==> src/rtl/mau_pkg.sv <==
// Shared types and constants for the memory access unit (MAR/MDR and SRAM cycle control).
package mau_pkg;

  localparam int WORD_W       = 16;
  localparam int MAU_MAX_WAIT = 15;
  localparam int CNT_W        = 4;

  typedef enum logic [1:0] {
    IDLE   = 2'd0,
    ACCESS = 2'd1,
    DONE   = 2'd2
  } mau_state_t;

  // Counter preload for a given wait-state count, clamped into the legal 1..MAU_MAX_WAIT range.
  function automatic logic [CNT_W-1:0] wait_load_value(input int ws);
    int clamped;
    clamped = ws;
    if (clamped < 1) clamped = 1;
    if (clamped > MAU_MAX_WAIT) clamped = MAU_MAX_WAIT;
    return CNT_W'(clamped - 1);
  endfunction

endpackage

==> src/rtl/mau_wait_counter.sv <==
// 4-bit down-counter that times the SRAM strobe window; saturates at zero.
module mau_wait_counter
  import mau_pkg::*;
(
  input  logic             clk,
  input  logic             rst_n,
  input  logic             load,
  input  logic [CNT_W-1:0] load_val,
  input  logic             dec,
  output logic             zero
);

  logic [CNT_W-1:0] cnt_q;
  logic [CNT_W-1:0] cnt_d;

  always_comb begin
    cnt_d = cnt_q;
    if (load) begin
      cnt_d = load_val;
    end else if (dec && (cnt_q != '0)) begin
      cnt_d = cnt_q - CNT_W'(1);
    end
  end

  always_ff @(posedge clk or negedge rst_n) begin
    if (!rst_n) begin
      cnt_q <= '0;
    end else begin
      cnt_q <= cnt_d;
    end
  end

  assign zero = (cnt_q == '0);

endmodule

==> src/rtl/mem_access_unit.sv <==
// MAR/MDR registers plus a fixed-wait-state SRAM read/write sequencer.
// Optional sticky protocol-error output is built when MAU_ERR_EN is defined.
module mem_access_unit
  import mau_pkg::*;
#(
  parameter int WAIT_STATES = 2
)
(
  input  logic              Clk,
  input  logic              Reset_n,
  input  logic [WORD_W-1:0] DataBus,
  input  logic              LD_MAR,
  input  logic              LD_MDR,
  input  logic              Mem_Req,
  input  logic              Mem_WE,
  input  logic [WORD_W-1:0] Mem_RData,
  output logic [WORD_W-1:0] MAR,
  output logic [WORD_W-1:0] MDR,
  output logic [WORD_W-1:0] Mem_Addr,
  output logic [WORD_W-1:0] Mem_WData,
  output logic              Mem_CE_n,
  output logic              Mem_OE_n,
  output logic              Mem_WE_n,
  output logic              Busy,
  output logic              Done
`ifdef MAU_ERR_EN
  ,
  output logic              Err
`endif
);

  localparam logic [CNT_W-1:0] LOAD_VAL = wait_load_value(WAIT_STATES);

  mau_state_t        state_q, state_d;
  logic [WORD_W-1:0] mar_q, mar_d;
  logic [WORD_W-1:0] mdr_q, mdr_d;
  logic [WORD_W-1:0] addr_q, addr_d;
  logic [WORD_W-1:0] wdata_q, wdata_d;
  logic              ce_n_q, ce_n_d;
  logic              oe_n_q, oe_n_d;
  logic              we_n_q, we_n_d;
  logic              busy_q, busy_d;
  logic              done_q, done_d;
  logic              is_write_q, is_write_d;
  logic              cnt_load, cnt_dec, cnt_zero;

  mau_wait_counter u_wait_counter (
    .clk      (Clk),
    .rst_n    (Reset_n),
    .load     (cnt_load),
    .load_val (LOAD_VAL),
    .dec      (cnt_dec),
    .zero     (cnt_zero)
  );

  // Next-state and next-output logic; every output below is a register so strobes are glitch-free.
  always_comb begin
    state_d    = state_q;
    mar_d      = mar_q;
    mdr_d      = mdr_q;
    addr_d     = addr_q;
    wdata_d    = wdata_q;
    ce_n_d     = ce_n_q;
    oe_n_d     = oe_n_q;
    we_n_d     = we_n_q;
    busy_d     = busy_q;
    done_d     = 1'b0;
    is_write_d = is_write_q;
    cnt_load   = 1'b0;
    cnt_dec    = 1'b0;

    case (state_q)
      IDLE: begin
        if (LD_MAR) mar_d = DataBus;
        if (LD_MDR) mdr_d = DataBus;
        if (Mem_Req) begin
          is_write_d = Mem_WE;
          addr_d     = LD_MAR ? DataBus : mar_q;
          wdata_d    = LD_MDR ? DataBus : mdr_q;
          cnt_load   = 1'b1;
          state_d    = ACCESS;
          ce_n_d     = 1'b0;
          oe_n_d     = Mem_WE;
          we_n_d     = ~Mem_WE;
          busy_d     = 1'b1;
        end
      end

      ACCESS: begin
        if (cnt_zero) begin
          state_d = DONE;
          done_d  = 1'b1;
          oe_n_d  = 1'b1;
          we_n_d  = 1'b1;
          // Writes keep CE asserted one more cycle as address/data hold.
          ce_n_d  = ~is_write_q;
          if (!is_write_q) mdr_d = Mem_RData;
        end else begin
          cnt_dec = 1'b1;
        end
      end

      DONE: begin
        state_d = IDLE;
        ce_n_d  = 1'b1;
        oe_n_d  = 1'b1;
        we_n_d  = 1'b1;
        busy_d  = 1'b0;
      end

      default: begin
        state_d = IDLE;
        ce_n_d  = 1'b1;
        oe_n_d  = 1'b1;
        we_n_d  = 1'b1;
        busy_d  = 1'b0;
      end
    endcase
  end

  always_ff @(posedge Clk or negedge Reset_n) begin
    if (!Reset_n) begin
      state_q    <= IDLE;
      mar_q      <= '0;
      mdr_q      <= '0;
      addr_q     <= '0;
      wdata_q    <= '0;
      ce_n_q     <= 1'b1;
      oe_n_q     <= 1'b1;
      we_n_q     <= 1'b1;
      busy_q     <= 1'b0;
      done_q     <= 1'b0;
      is_write_q <= 1'b0;
    end else begin
      state_q    <= state_d;
      mar_q      <= mar_d;
      mdr_q      <= mdr_d;
      addr_q     <= addr_d;
      wdata_q    <= wdata_d;
      ce_n_q     <= ce_n_d;
      oe_n_q     <= oe_n_d;
      we_n_q     <= we_n_d;
      busy_q     <= busy_d;
      done_q     <= done_d;
      is_write_q <= is_write_d;
    end
  end

`ifdef MAU_ERR_EN
  logic err_q, err_d;

  // Any control strobe arriving while an access is in flight is a protocol violation; sticky until reset.
  always_comb begin
    err_d = err_q | (busy_q & (LD_MAR | LD_MDR | Mem_Req));
  end

  always_ff @(posedge Clk or negedge Reset_n) begin
    if (!Reset_n) begin
      err_q <= 1'b0;
    end else begin
      err_q <= err_d;
    end
  end

  assign Err = err_q;
`endif

  assign MAR       = mar_q;
  assign MDR       = mdr_q;
  assign Mem_Addr  = addr_q;
  assign Mem_WData = wdata_q;
  assign Mem_CE_n  = ce_n_q;
  assign Mem_OE_n  = oe_n_q;
  assign Mem_WE_n  = we_n_q;
  assign Busy      = busy_q;
  assign Done      = done_q;

endmodule

==> config.mk <==
export PLATFORM = sky130hd
export DESIGN_NAME = mem_access_unit
export DESIGN_NICKNAME = d
export VERILOG_FILES = /design/src/rtl/mau_pkg.sv /design/src/rtl/mau_wait_counter.sv /design/src/rtl/mem_access_unit.sv
export SDC_FILE = /design/constraint.sdc
export NUM_CORES = 1
export LEC_CHECK = 0
export BUFFER_PORTS_ARGS = -buffer_cell sky130_fd_sc_hd__buf_2
export CORE_MARGIN = 1
export CORE_UTILIZATION = 45
export CTS_CLUSTER_DIAMETER = 40
export DETAILED_ROUTE_END_ITERATION = 7
export PLACE_DENSITY_LB_ADDON = 0.1
export SLEW_MARGIN = 20
export SYNTH_ARGS = -nofsm -noshare
export SYNTH_HDL_FRONTEND = slang
export SYNTH_SLANG_ARGS = --single-unit
==> constraint.sdc <==
create_clock -name Clk -period 2.65 [get_ports Clk]
set_input_delay 0.265 -clock Clk [delete_from_list [all_inputs] [get_ports Clk]]
set_output_delay 0.265 -clock Clk [all_outputs]
set_load 0.02 [all_outputs]
Word level (Yosys, flattened, before mapping)
Cells that the tools add are included.
Widths: inputs -> output; s select.
{"block": "classes", "addsub": 1, "eq_ne": 4, "mux": 26, "n_bitwise": 3, "reduce_logical": 10}
{"cell": "$mux 16", "count": 4}
{"cell": "$pmux 16 s2", "count": 1}
{"cell": "$mux 1", "count": 12}
{"cell": "$mux 4", "count": 2}
{"cell": "$pmux 1 s2", "count": 4}
{"cell": "$ne 2x2->1 const B", "count": 3}
{"cell": "$reduce_and 2->1", "count": 3}
{"cell": "$logic_not 4->1", "count": 1}
{"cell": "$mux 2", "count": 2}
{"cell": "$pmux 2 s2", "count": 1}
{"cell": "$reduce_bool 2->1", "count": 2}
{"cell": "$reduce_bool 4->1", "count": 1}
{"cell": "$sub 4x1->4 const B", "count": 1}
{"cell": "$not 1->1", "count": 3}
{"cell": "$reduce_and 3->1", "count": 1}
{"cell": "$eq 2x1->1 const B", "count": 1}
{"cell": "$logic_not 2->1", "count": 1}
{"cell": "$logic_and 1x1->1", "count": 1}
{"block": "word_totals", "reg_bits": 76, "inputBits": 38, "out_inout_bits": 69, "elab_cells": 56}

Depth between registers and ports, before layout
{"block": "logic_depth", "depth_word": 6, "mapped_depth": 7, "mapped_depth_nobuf": 5}

Hierarchy
Synthesis repeated with hierarchy kept, for this count alone.
{"block": "unflattened", "hier_cells": 305, "hier_area_um2": 3415.8}
{"module": "mem_access_unit", "instances": 1, "cells_each": 278, "area_each_um2": 3145.5, "seq_area_each_um2": 1805.5}
{"module": "mau_wait_counter", "instances": 1, "cells_each": 27, "area_each_um2": 270.3, "seq_area_each_um2": 100.1}

Worst setup path before layout
OpenSTA, ideal clock, no wires.
{"block": "synth_timing", "path_type": "reg2reg", "startpoint": "register u_wait_counter.cnt_q[0]", "endpoint": "register mdr_q[5], in the netlist MDR[5]", "setup_ps": 123, "arrival_time_ps": 1383, "t_required_ps": 2527, "path_slack_ps": 1144, "path_stages_with_launch": 8, "n_path_buf": 2, "synth_period_minus_slack_ps": 1506, "path_cell_list": "dfrtp_1 inv_1 ha_1 nor4b_2 o21ba_2 buf_2 buf_4 a2bb2oi_1"}
{"block": "synth_via", "elab_chain_len": 3}
{"item": "start, declared", "line": "mau_wait_counter.sv:13", "text": "logic [CNT_W-1:0] cnt_q;"}
{"item": "start signal, assigned", "line": "mau_wait_counter.sv:29", "text": "cnt_q <= cnt_d;"}
{"item": "$logic_not 4->1", "line": "mau_wait_counter.sv:33", "text": "assign zero = (cnt_q == '0);"}
{"item": "$ne 2x2->1 (no source line)"}
{"item": "$reduce_and 3->1 (no source line)"}
{"item": "end signal, assigned", "line": "mem_access_unit.sv:137", "text": "mdr_q <= mdr_d;"}
{"item": "end, declared", "line": "mem_access_unit.sv:36", "text": "logic [WORD_W-1:0] mdr_q, mdr_d;"}
Every way passes these cells.
A chain may end at the register's enable or synchronous reset.

Worst setup path after layout
{"block": "layout_timing", "startpoint": "register state_q[0]", "endpoint": "register u_wait_counter.cnt_q[3]"}
{"block": "layout_via", "elab_chain_len": 4, "elab_cells_between_ends": 7, "cone_classes": "eq/ne (1); mux (3); reduce/logical (3)"}
{"item": "start, declared", "line": "mem_access_unit.sv:34", "text": "mau_state_t state_q, state_d;"}
{"item": "start signal, assigned", "line": "mem_access_unit.sv:135", "text": "state_q <= state_d;"}
{"item": "$eq 2x1->1", "line": "mem_access_unit.sv:72", "text": "case (state_q)"}
{"item": "$mux 1", "line": "mem_access_unit.sv:72"}
{"item": "$logic_and 1x1->1", "line": "mau_wait_counter.sv:20", "text": "end else if (dec && (cnt_q != '0)) begin"}
{"item": "$reduce_bool 2->1 (no source line)"}
Several ways; a longest one is shown, not always the timed one.

==> results by group <==
Drt
  • # DRC: 0
  • Final Routed Wirelength: around 8.0 mm
  • DRT iter0 DRCs: approximately 70
  • Via density: a little over 5
  • Drt pass-1 iters: 4
  • Number of routed nets with antenna violations: 0
  • WL/cell: between 15 and 20 um
  • Routed vias: roughly 2.6k

Clocking
  • # Post-CTS Setup Buffers: 0
  • CTS buffer count: 9
  • CTS Hold Bufs: 0
  • Max Root-Sink Buffers: 2
  • CTS Root Cell: clkbuf_8
  • H-tree levels: 3
  • Clk_lat worst skew: between 0.3 and 0.4 ns
  • CTS tree: built
  • Cts repair resizes: 0
  • Sink Count: between 70 and 80
  • Clock transition at path regs: approximately 0.08 ns

Power and ir drop
  • Power Density: approximately 1300 nW/um^2
  • Overall Power: about 5.8 mW
  • Leakage power total: approximately 2.2 nW
  • Worst vdd ir: 0.636 mV

Timing
  • Worst Tran Pin Value: 0.947 ns
  • Final Setup Violations: 0
  • Final Hold Viols: 0
  • Slew HR: roughly 37%
  • Final Max Tran Viols: 0
  • Min Tclk post-route: around 1.9 ns
  • Crit share post-route: a little over two thirds
  • RSZ-0062 raised after global routing: no
  • Setup TNS: 0 ns
  • Clock skew: approximately 0.016 ns
  • Fmax achieved: roughly 0.54 GHz
  • WHS: around 0.049 ns

Critical path
  • Slowest cell on crit path: or3b_2
  • Reg-to-Reg End: u_wait_counter.cnt_q[3]
  • CP max FO: between 50 and 60
  • R2R Setup Slk: slightly below 0.8 ns
  • Worst Path Required: ~2.9 ns
  • Critical Path AT: 2.08 ns
  • R2r startpoint: state_q[0]
  • Critical path, cell by cell: or3b_2 -> buf_4 -> o211ai_1 -> o31ai_1
  • Bufs and invs on worst path: 1
  • CP Launch Type: flop
  • Worst setup path category: flop to flop
  • Crit. End Element: flop
  • Reg2Reg Depth: 4
  • Worst path max stage delay: between 0.6 and 0.7 ns
  • Delay-heaviest family, CP: simple AND/OR/NAND/NOR gates

GRT
  • GRT Util Overall: roughly a fifth
  • GRT overflow: 0
  • Vias in the first global route: roughly 2.4k
  • Pin count of the biggest net entering global routing: 77
  • Wire length of the first global-routing pass: between 10 and 15 mm
  • Initial antenna violation count: 0

Synth
  • Ys Warns: 0
  • FF+latch count, synth: 76
  • Post-Synthesis Cell Area: 3570 sq um
  • Syn Area/Cell: between 10 and 15 sq um
  • Post-synthesis cell count: 302
  • Syn Nets: ~340
  • Sequential cell area fraction in the yosys report: a little over half
  • Unique masters post-synth: 35

Placed design
  • GP Congestion: approximately 0.75
  • HPWL after DPL: between 5 and 6 mm
  • IO buf count: 106

Die
  • Num rows: 32
  • IO Pins: around 110
  • Die Footprint: 8300 sq um
  • Die outline width: between 90 and 100 um
  • Initial Utilization: a little under half
  • Core Area: 7690 sq um
  • Die Y: 91.1 um

Layout
  • Share of cells above drive strength 1: a little over a third
  • Layout area overhead: 20.7%
  • Commonest non-fill, non-tap cell in the layout: buf_2
  • Multi-input gate area: about 1500 sq um
  • Inserted Diodes: 0
  • Storage cell area: ~1900 sq um
  • Fillcell total: approximately 710
  • Most frequent cells in the layout: 105 x buf_2, 73 x dfrtp_1, 50 x mux2i_1
  • Fin nets: 443

Worst hold path
  • Hold Path Class: input port to async pin

Flow run
  • Max-cap violations: 0

Outcome
  • Outcome: finished, final reports clean
-- worst max path at each step --
stage,startpoint,endpoint,slack [ns],cells after the start
after floorplan,u_wait_counter.cnt_q[0],MDR[5],1.14,7
after global placement,state_q[0],u_wait_counter.cnt_q[3],0.82,4
after detailed placement,state_q[0],u_wait_counter.cnt_q[3],0.79,4
after CTS,state_q[0],u_wait_counter.cnt_q[3],0.77,4
after global routing,state_q[0],u_wait_counter.cnt_q[3],0.69,4
final,state_q[0],u_wait_counter.cnt_q[3],0.79,4
-- final cells by class --
class,count,share of cell area (%)
Clock buffer,14,3.54
Clock inverter,2,0.870
Inverter,4,0.348
Multi-Input combinational cell,201,34.9
Sequential cell,76,44.2
Tap cell,102,2.96
Timing Repair Buffer,111,13.2
-- worst register-to-register path: stages (launching register included) --
cell and delay, ns:
dfrtp_1 0.46, or3b_2 0.67, buf_4 0.36, o211ai_1 0.16, o31ai_1 0.09
-- state kept, by name (all words and copies together), names as in the netlist --
signal and count:
MAR 16, MDR 16, Mem_Addr 16, Mem_WData 16
u_wait_counter.cnt_q 4, state_q 2, Busy 1, Done 1
Mem_CE_n 1, Mem_OE_n 1, Mem_WE_n 1, is_write_q 1
-- layer usage --
| layer | part of all wire, % | GRT usage (%) | vias to the layer above |
|---|---|---|---|
| met2 | 46 | 31.1 | 71 |
| met4 | 2.1 | 8.60 | 0 |
| met1 | 47 | 28.2 | 1249 |
| met5 | 0 | 0 | - |
| li1 | - | - | 1252 |
| met3 | 4.5 | 4.27 | 12 |
-- per-stage QoR --
stage	util, %	area [sq um]	instances	setup WS, ns
after floorplan	-	3570	302	1.14
after global placement	53.6	4120	494	0.823
after detailed placement	53.6	4120	494	0.787
after CTS	56.1	4310	510	0.767
after global routing	56.1	4310	510	0.688
final	56.1	4310	510	0.787
-- cells by family (layout without fill, tap and decap cells) --
| family | count (synthesis) | after routing | share of synthesized area [%] |
|---|---|---|---|
| and+or+nand+nor | 72 | 72 | 10.2 |
| adders and majority gates | 2 | 2 | 0.700 |
| AOI/OAI and AO/OA | 61 | 61 | 11.1 |
| DFF | 76 | 76 | 53.3 |
| muxes | 66 | 66 | 20.1 |
| buffers and inverters | 25 | 131 | 4.59 |
-- power breakdown --
| part | switching (mW) | internal (mW) |
|---|---|---|
| Sequential | 0.416 | 1.75 |
| Combinational | 1.63 | 1.14 |
| Clock | 0.400 | 0.463 |
-- cells in the mapped netlist (all sizes together) --
library cell | count | area share, %
nand3b | 1 | 0.21
nor4b | 1 | 0.42
inv | 4 | 0.42
nor2 | 4 | 0.49
o31ai | 1 | 0.21
buf | 18 | 3.9
and2b | 1 | 0.28
a21o | 1 | 0.21
a2bb2oi | 17 | 4.2
or3b | 2 | 0.49
a211oi | 1 | 0.21
o211ai | 1 | 0.21
a31oi | 1 | 0.18
dfstp | 3 | 2.2
mux2 | 16 | 6.1
ha | 2 | 0.70
clkbuf | 3 | 0.32
or3 | 1 | 0.18
o21ai | 35 | 4.9
nand3 | 2 | 0.28
nand2b | 18 | 3.2
nand2 | 40 | 4.2
nor3b | 1 | 0.21
a22o | 1 | 0.49
o21ba | 1 | 0.28
dfrtp | 73 | 51
mux2i | 50 | 14
a21oi | 2 | 0.28
and2 | 1 | 0.25
(Power assumes the default switching activity.)
